File: src/rtl/img_sram_ctrl.sv
// img_sram_ctrl: access controller for the 256x256x8 image SRAM.
// Port A issues raster read/write bursts with an auto-incrementing (row, col) address;
// port B issues single-pixel reads. Requests are arbitrated round-robin in IDLE and every
// SRAM-side signal is registered, so address and enables only change on posedge clk.
// Optional feature macro:
//   IMG_SRAM_CTRL_PREEMPT_EN - a pending port B read may take a 2-cycle slot between A beats.
module img_sram_ctrl #(
  parameter int unsigned BURST_W = 16
) (
  input  logic               clk,
  input  logic               rst_n,
  // Port A: host burst loader/unloader
  input  logic               a_req,
  input  logic               a_we,
  input  logic [7:0]         a_row,
  input  logic [7:0]         a_col,
  input  logic [BURST_W-1:0] a_len,
  input  logic [7:0]         a_wdata,
  input  logic               a_wvalid,
  output logic               a_wready,
  output logic               a_gnt,
  output logic               a_rvalid,
  output logic               a_done,
  // Port B: convolution engine single reads
  input  logic               b_req,
  input  logic [7:0]         b_row,
  input  logic [7:0]         b_col,
  output logic               b_gnt,
  output logic               b_rvalid,
  // Shared read data
  output logic [7:0]         rdata,
  // SRAM master side
  output logic [7:0]         sram_row,
  output logic [7:0]         sram_col,
  output logic [7:0]         sram_din,
  output logic               sram_write_en,
  output logic               sram_sense_en,
  input  logic [7:0]         sram_dout,
  output logic               busy
);

  localparam int unsigned CntW = BURST_W + 1;

  typedef enum logic [1:0] {
    StIdle,
    StABurst,
    StBRd,
    StBSlot
  } state_e;

  state_e state_q, state_d;

  // Burst context
  logic [7:0]      row_q, row_d;
  logic [7:0]      col_q, col_d;
  logic            we_q, we_d;
  logic [CntW-1:0] left_q, left_d;    // beats not yet issued to the SRAM
  logic [1:0]      since_q, since_d;  // A beats issued since the last B slot, saturating at 2
  logic            last_b_q, last_b_d;
  logic            cool_q, cool_d;    // blocks grants for one cycle after a service
  logic            done_q, done_d;

  // Registered SRAM side
  logic [7:0] sram_row_q, sram_row_d;
  logic [7:0] sram_col_q, sram_col_d;
  logic [7:0] sram_din_q, sram_din_d;
  logic       sram_we_q, sram_we_d;
  logic       sram_se_q, sram_se_d;

  // Read pipeline: which port owns the read currently in the SRAM
  logic       rd_a_q, rd_a_d;
  logic       rd_b_q, rd_b_d;
  logic       a_rvalid_q, b_rvalid_q;
  logic [7:0] rdata_q;

  // Arbitration and beat-source signals
  logic            idle_ok;
  logic            pick_a, pick_b;
  logic            grant_a, grant_b;
  logic            slot;
  logic            a_phase;
  logic            beats_rem;
  logic            a_issue;
  logic            burst_end;
  logic [7:0]      row_eff, col_eff;
  logic            we_eff;
  logic [CntW-1:0] left_eff;

`ifdef IMG_SRAM_CTRL_PREEMPT_EN
  // B may cut in only while A still has beats to issue and after 2 A beats since the last slot.
  assign slot = (state_q == StABurst) && b_req && (left_q != '0) && (since_q == 2'd2);
`else
  assign slot = 1'b0;
`endif

  // Round-robin arbitration in IDLE; on a tie the port not served last wins.
  always_comb begin
    idle_ok = (state_q == StIdle) && !cool_q;
    pick_a  = a_req && (!b_req || last_b_q);
    pick_b  = b_req && (!a_req || !last_b_q);
    grant_a = idle_ok && pick_a;
    grant_b = idle_ok && pick_b;
  end

  // Beat source: in the grant cycle the burst context comes straight from the port inputs,
  // so the first beat can be issued at the posedge that ends the grant cycle.
  always_comb begin
    if (grant_a) begin
      row_eff  = a_row;
      col_eff  = a_col;
      we_eff   = a_we;
      left_eff = {1'b0, a_len} + CntW'(1);
      a_phase  = 1'b1;
    end else begin
      row_eff  = row_q;
      col_eff  = col_q;
      we_eff   = we_q;
      left_eff = left_q;
      a_phase  = (state_q == StABurst) && !slot;
    end
    beats_rem = (left_eff != '0);
    a_wready  = a_phase && we_eff && beats_rem;
    a_issue   = a_phase && beats_rem && (!we_eff || a_wvalid);
    burst_end = (state_q == StABurst) && (left_q == '0);
  end

  // Next-state FSM; a burst ends in the cycle holding its last beat.
  always_comb begin
    state_d = state_q;
    done_d  = 1'b0;
    cool_d  = 1'b0;
    unique case (state_q)
      StIdle: begin
        if (grant_a) begin
          state_d = StABurst;
        end else if (grant_b) begin
          state_d = StBRd;
        end
      end
      StABurst: begin
        if (slot) begin
          state_d = StBSlot;
        end else if (burst_end) begin
          state_d = StIdle;
          done_d  = 1'b1;
          cool_d  = 1'b1;
        end
      end
      StBRd: begin
        state_d = StIdle;
        cool_d  = 1'b1;
      end
      StBSlot: begin
        state_d = StABurst;
      end
      default: begin
        state_d = StIdle;
      end
    endcase
  end

  // Burst context update: address wraps as one 16-bit {row, col} counter.
  always_comb begin
    {row_d, col_d} = {row_eff, col_eff};
    we_d           = we_eff;
    left_d         = left_eff;
    if (a_issue) begin
      {row_d, col_d} = {row_eff, col_eff} + 16'd1;
      left_d         = left_eff - CntW'(1);
    end

    since_d = since_q;
    if (grant_a) begin
      since_d = 2'd2;
    end else if (slot) begin
      since_d = 2'd0;
    end else if (a_issue && (since_q != 2'd2)) begin
      since_d = since_q + 2'd1;
    end

    last_b_d = last_b_q;
    if (grant_a) begin
      last_b_d = 1'b0;
    end else if (b_gnt) begin
      last_b_d = 1'b1;
    end
  end

  // SRAM command for the next cycle: A beat, B read, or Hold.
  always_comb begin
    sram_row_d = sram_row_q;
    sram_col_d = sram_col_q;
    sram_din_d = sram_din_q;
    sram_we_d  = 1'b0;
    sram_se_d  = 1'b1;
    rd_a_d     = 1'b0;
    rd_b_d     = 1'b0;
    if (a_issue) begin
      sram_row_d = row_eff;
      sram_col_d = col_eff;
      sram_we_d  = we_eff;
      sram_se_d  = we_eff;
      rd_a_d     = !we_eff;
      if (we_eff) begin
        sram_din_d = a_wdata;
      end
    end else if (b_gnt) begin
      sram_row_d = b_row;
      sram_col_d = b_col;
      sram_se_d  = 1'b0;
      rd_b_d     = 1'b1;
    end
  end

  // Control state; cool_q resets high so no grant is visible during or right after reset.
  always_ff @(posedge clk or negedge rst_n) begin
    if (!rst_n) begin
      state_q  <= StIdle;
      row_q    <= '0;
      col_q    <= '0;
      we_q     <= 1'b0;
      left_q   <= '0;
      since_q  <= 2'd2;
      last_b_q <= 1'b1;
      cool_q   <= 1'b1;
      done_q   <= 1'b0;
    end else begin
      state_q  <= state_d;
      row_q    <= row_d;
      col_q    <= col_d;
      we_q     <= we_d;
      left_q   <= left_d;
      since_q  <= since_d;
      last_b_q <= last_b_d;
      cool_q   <= cool_d;
      done_q   <= done_d;
    end
  end

  // SRAM-side registers; reset drives Hold.
  always_ff @(posedge clk or negedge rst_n) begin
    if (!rst_n) begin
      sram_row_q <= '0;
      sram_col_q <= '0;
      sram_din_q <= '0;
      sram_we_q  <= 1'b0;
      sram_se_q  <= 1'b1;
      rd_a_q     <= 1'b0;
      rd_b_q     <= 1'b0;
    end else begin
      sram_row_q <= sram_row_d;
      sram_col_q <= sram_col_d;
      sram_din_q <= sram_din_d;
      sram_we_q  <= sram_we_d;
      sram_se_q  <= sram_se_d;
      rd_a_q     <= rd_a_d;
      rd_b_q     <= rd_b_d;
    end
  end

  // Read return: capture SRAM data at the posedge ending the read cycle.
  always_ff @(posedge clk or negedge rst_n) begin
    if (!rst_n) begin
      a_rvalid_q <= 1'b0;
      b_rvalid_q <= 1'b0;
      rdata_q    <= '0;
    end else begin
      a_rvalid_q <= rd_a_q;
      b_rvalid_q <= rd_b_q;
      if (rd_a_q || rd_b_q) begin
        rdata_q <= sram_dout;
      end
    end
  end

  assign a_gnt         = grant_a;
  assign b_gnt         = grant_b || slot;
  assign a_done        = done_q;
  assign a_rvalid      = a_rvalid_q;
  assign b_rvalid      = b_rvalid_q;
  assign rdata         = rdata_q;
  assign sram_row      = sram_row_q;
  assign sram_col      = sram_col_q;
  assign sram_din      = sram_din_q;
  assign sram_write_en = sram_we_q;
  assign sram_sense_en = sram_se_q;
  assign busy          = (state_q != StIdle);

endmodule

File: config.mk
export PLATFORM = sky130hd
export DESIGN_NAME = img_sram_ctrl
export DESIGN_NICKNAME = d
export VERILOG_FILES = /design/src/rtl/img_sram_ctrl.sv
export SDC_FILE = /design/constraint.sdc
export NUM_CORES = 1
export LEC_CHECK = 0
export CORE_MARGIN = 10
export CORE_UTILIZATION = 30
export DETAILED_ROUTE_END_ITERATION = 8
export MAX_ROUTING_LAYER = met4
export PLACE_DENSITY = 0.65
export SETUP_SLACK_MARGIN = 0.05
export SKIP_LAST_GASP = 1
export SLEW_MARGIN = 5
export SYNTH_ARGS = -nofsm -noshare
export SYNTH_HDL_FRONTEND = slang
export SYNTH_SLANG_ARGS = --single-unit
File: constraint.sdc
create_clock -name clk -period 6.67 [get_ports clk]
set_input_delay 1.334 -clock clk [delete_from_list [all_inputs] [get_ports clk]]
set_output_delay 1.334 -clock clk [all_outputs]
set_load 0.03 [all_outputs]
# Yosys cells after proc, flatten, opt, wreduce, memory -nomap -nowiden
# Index checks and enable logic that the tools add are counted.
# classes
add_sub_neg	3
mux	27
reduce_logical	27
eq_ne	5
# op_table
operator	n
8-bit two-way mux	8
17-bit two-way mux	2
16-bit by 1-bit adder with 17-bit output, second input constant	1
17-bit logical NOT	1
17-bit nonzero test	1
17-bit by 1-bit subtractor with 17-bit output, second input constant	1
16-bit by 1-bit adder with 16-bit output, second input constant	1
1-bit two-way mux	12
1-bit logical AND	10
2-bit one-hot mux with 4 select lines	1
2-bit two-way mux	3
2-bit nonzero test	3
1-bit logical NOT	5
2-bit equality test, second input constant	2
1-bit logical OR	4
2-bit AND reduction	2
3-bit != test, second input constant	1
2-bit by 1-bit equality test with 1-bit output, second input constant	1
2-bit logical NOT	1
2-bit != test, second input constant	1
1-bit one-hot mux with 2 select lines	1
# word_totals
wordCells	80
register_bits	77
inputBits	70
out_inout_bits	41

# Longest topological paths before layout
# logic_depth
ltp_word	9
depth_mapped	19
ltp_nobuf	13

# Worst setup path after synthesis
# OpenSTA, ideal clock, no wires.
# synth_timing
path_type	input to output
startpoint	input port a_req
endpoint	output port a_wready
setup_slack_ns	0.594
arrival_ns	4.742
stages	14
required_time_ns	5.336
path_buffers	4
cell_sequence	and3b_1 -> buf_2 -> nand2_1 -> clkbuf_1 -> buf_2 -> buf_1 -> mux2i_1 -> ha_1 -> nor4b_1 -> a41o_1 -> a32oi_1 -> and4bb_2 -> and3_1 -> nor3_1
# synth_via
elab_chain_cells	5
word_cells_on_any_way	8
cone_classes	mux (3); reduce/logical (5)
# synth_lines
item	line_no	source
start, declared	13	input logic a_req,
1-bit logical AND (*)	99	pick_a = a_req && (!b_req || last_b_q);
1-bit logical AND (*)	101	grant_a = idle_ok && pick_a;
17-bit two-way mux or 1-bit two-way mux (tied branches)	108	if (grant_a) begin
17-bit nonzero test or 1-bit logical AND (tied branches)	121, 122	
1-bit logical AND (*)	122	a_wready = a_phase && we_eff && beats_rem;
end, declared	20	output logic a_wready,
# Every way passes the cells marked *; elsewhere a longest branch is shown, timed or not.

# Worst setup path in the final report
# Ends and elaborated chain as after synthesis.

==> flow_summary.json <==
{
  "result_of_the_run": "complete, no violations",
  "synth.ff_latch_count": 77,
  "tritoncts.num_buffers": 9,
  "hpwl_after_dpl_mm": 9.455,
  "layout_cells_sized_above_1_pct": 8.526,
  "synth_flop_cell": "dfrtp_1",
  "timing.rr.start": "state_q[1]",
  "ir_worst_vdd_v": 0.0002204,
  "setup_viol": 0,
  "crit_path_end_kind": "primary output",
  "p_switching_mw": 1.183,
  "synth_fa_ha_area_share_pct": 2.305,
  "yosysUniqueCellTypes": 64,
  "worst_pin_slew_ps": 979.8,
  "clock_tree.htree_level_count": 3,
  "worstPathArrival_ps": 4750,
  "initial_util_pct": 30.92,
  "finalHoldViolCount": 0,
  "floorplan.die.height_um": 140.3,
  "first_pass_grt_wire_length_mm": 20.40,
  "path_common_cell": "buf_4",
  "maxClockFrequency_mhz": 164.2,
  "global_route_congestion_overflow_total": 0,
  "clock_tree.buffer_depth": 2,
  "p_per_area_nw_per_um2": 470.5,
  "netlist_instances": 453,
  "drt-vias-per-instance": 4.972,
  "fillerInstances": 1347,
  "synth-xor-area-share_pct": 7.867,
  "post_cts.repair.setup_buffers": 0,
  "synth_enable_flop_cells": 0,
  "async_reset_ff_share_pct": 100.0,
  "power.static_leakage_nw": 2.384,
  "tns_ps": 0,
  "critPathLaunchType": "input pin",
  "fp-row-count": 43,
  "routedLengthMet1_mm": 5.539,
  "clock_tree_root": "clkbuf_16",
  "ant_nets": 0,
  "internal_cell_power_mw": 1.569,
  "power.switching_fraction_pct": 42.99,
  "mappedNetlistArea_um2": 4342,
  "min_from": "rd_b_q",
  "synthesis.yosys.warnings": 0,
  "synth_top_family_by_area": "simple AND/OR/NAND/NOR gates",
  "initial_antenna_violation_count": 0,
  "flow.area_growth_from_synthesis_pct": 34.76,
  "synth-seq-area-share_pct": 44.47,
  "grt_pass1_vias": 3963,
  "classification_of_the_worst_slack_hold_path": "reg2reg",
  "hold_path_depth": 0,
  "routabilityCongestion": 0.8582,
  "grt_util_all_layers_pct": 13.05,
  "critPathTopFamily": "simple AND/OR/NAND/NOR gates",
  "worst-endpoint-required_ps": 5340,
  "syn_nets": 531,
  "routed.top_layer": "met4",
  "final_net_count": 637,
  "io_pins": 111,
  "synth-simple-area-share_pct": 22.85,
  "cts.reportedPaths.clkPinSlew_ps": 60,
  "final_critical_path_setup_slack_ps": 581.1,
  "slew_violations": 0,
  "grt_setup_unrepaired": "no",
  "post_cts_resize_count": 0,
  "wl_per_cell_um": 16.59,
  "power.sequential.fraction_pct": 30.2,
  "floorplan.core_area_um2": 14040,
  "synth_compound_gate_area_share_pct": 9.164,
  "grt_max_degree": 78,
  "buffer_ports.inserted": 110,
  "max_stage_delay_ps": 510,
  "worst-path-buf-inv": 4,
  "worst_reg2reg_path_length_in_cells": 13,
  "clock_latency_ps": 330,
  "finalWirelength_mm": 12.33,
  "post_place_setup_slack_ps": 606.6,
  "fin_crit_sh_pct": 91.29,
  "max_slew_margin_pct": 34.68,
  "first_iter_violations": 200,
  "cts.sink_count": 77,
  "worst-path-max-fanout": 12,
  "hold-path-endpoint": "b_rvalid",
  "combinationalPowerShare_pct": 54.0,
  "min_period_ps": 6089,
  "detail_route.first_pass.iterations": 4,
  "rr_endpoint": "row_q[4]",
  "met2RoutedLength_mm": 5.742,
  "vias": 3694,
  "clock_tree_from_tritoncts": "built",
  "synth.area.mux_share_pct": 9.452,
  "route.met3.wl_um": 852,
  "count_of_max_cap_constraint_violations": 0,
  "floorplan.die_area_um2": 19680,
  "cts_hold_buffers": 0,
  "remaining_drc_errors": 0,
  "timing.critical_path.slowest_stage_cell": "clkdlybuf4s50_1",
  "reg2reg_setup_slack_ps": 2350,
  "power.clock.fraction_pct": 15.9,
  "floorplan.die.width_um": 140.3,
  "n_antenna_cell": 0,
  "cp_cell_sequence": "clkdlybuf4s50_1, and3b_1, nand2_1, buf_4, inv_1, a31oi_1, a2111o_1, nor4b_4, and3_1, nor3_1, buf_4",
  "critPathKind": "in2out",
  "synth_area_per_cell_um2": 9.584,
  "fin_skew_ps": 6.348
}
[layout make-up]
type / count / area, um2 / share of cell area, %
Clock buffer: 13 / 250.2 / 4.277
Clock inverter: 2 / 10.01 / 0.1711
Sequential cell: 77 / 1931 / 33.00
Multi-Input combinational cell: 344 / 2248 / 38.43
Tap cell: 180 / 225.2 / 3.849
Inverter: 10 / 37.54 / 0.6416
Timing Repair Buffer: 117 / 1149 / 19.63
[logic make-up after synthesis]
kind of cell	count (synthesis)
buffers and inverters	32
xor gates and xnor gates	39
and+or+nand+nor	195
DFF	77
muxes	39
AOI/OAI and AO/OA	63
adders and majority gates	8
[worst max-delay path by stage]
stage                           to  startpoint  cells after the start
final                     a_wready       a_req                     11
after global routing      a_wready       a_req                     12
after CTS                 a_wready       a_req                     11
after detailed placement  a_wready       a_req                     11
after global placement    a_wready       a_req                     11
after floorplan           a_wready       a_req                     14
[sequential cells by signal, indices dropped and copies added (netlist names)]
signal         flops
last_b_q           1
sram_write_en      1
sram_din           8
left_q            17
col_q              8
rdata              8
we_q               1
sram_row           8
rd_b_q             1
a_done             1
row_q              8
a_rvalid           1
rd_a_q             1
sram_sense_en      1
cool_q             1
sram_col           8
state_q            2
b_rvalid           1
[synth_stat cells, types with 2 or more instances]
library cell,instances,share of area (%)
dfstp_2,3,1.8
a21o_1,2,0.35
o21a_1,2,0.35
nor3_1,15,1.7
dfrtp_1,74,43
xnor2_1,23,4.6
and2_1,2,0.29
xor2_1,16,3.2
or3_1,5,0.72
a21oi_1,7,0.81
nor4_1,12,1.7
ha_1,8,2.3
nand3_1,19,2.2
o21ai_0,26,3.0
buf_1,3,0.26
nand2b_1,3,0.43
buf_2,7,0.81
nand4_1,6,0.86
o31a_1,3,0.61
mux2i_1,23,5.3
nand2_1,86,7.4
mux2_2,16,4.1
buf_6,2,0.52
a31oi_1,6,0.86
inv_1,9,0.78
clkbuf_2,2,0.23
nor2_1,23,2.0
o211ai_1,2,0.35
clkbuf_1,4,0.35
o21ai_1,2,0.23
nand3b_1,3,0.52
nor2b_1,2,0.29
and3_1,4,0.58
buf_4,3,0.52
[power groups by stage]
stage,Combinational [mW],Sequential (mW),Clock (mW)
finish,1.49,0.830,0.436
global route,1.64,0.859,0.472
CTS,1.51,0.831,0.449
detailed placement,1.50,0.835,0
global placement,1.47,0.826,0
floorplan,0.802,1.02,0
[metal layers]
layer	vias up	track usage, %
li1	1800	-
met1	1791	15.30
met2	86	20.20
met3	17	5.274
met4	0	3.696
met5	-	-
[through the flow]
stage / hold slack, ps / instance area (um2) / std cells / utilization [%] / power [mW]
3_5_place_dp: 372.4 / 5590 / 728 / 39.81 / 2.333
4_1_cts: 398.5 / 5851 / 743 / 41.66 / 2.785
5_1_grt: 409.2 / 5851 / 743 / 41.66 / 2.968
6_report: 395.7 / 5851 / 743 / 41.66 / 2.753
2_1_floorplan: 354.3 / 4342 / 453 / - / 1.818
3_3_place_gp: 384.0 / 5590 / 728 / 39.81 / 2.295
[layout by cell type, fill, tap and decap left out, types with 7 or more instances in the layout]
cell type        count
clkdlybuf4s50_1    108
nand2_1             86
dfrtp_1             74
o21ai_0             26
mux2i_1             23
xnor2_1             23
nor2_1              23
nand3_1             19
xor2_1              16
mux2_2              16
nor3_1              15
nor4_1              12
inv_1                9
clkbuf_16            9
buf_4                9
ha_1                 8
a21oi_1              7
No activity file was read; power rests on OpenSTA's default activity.
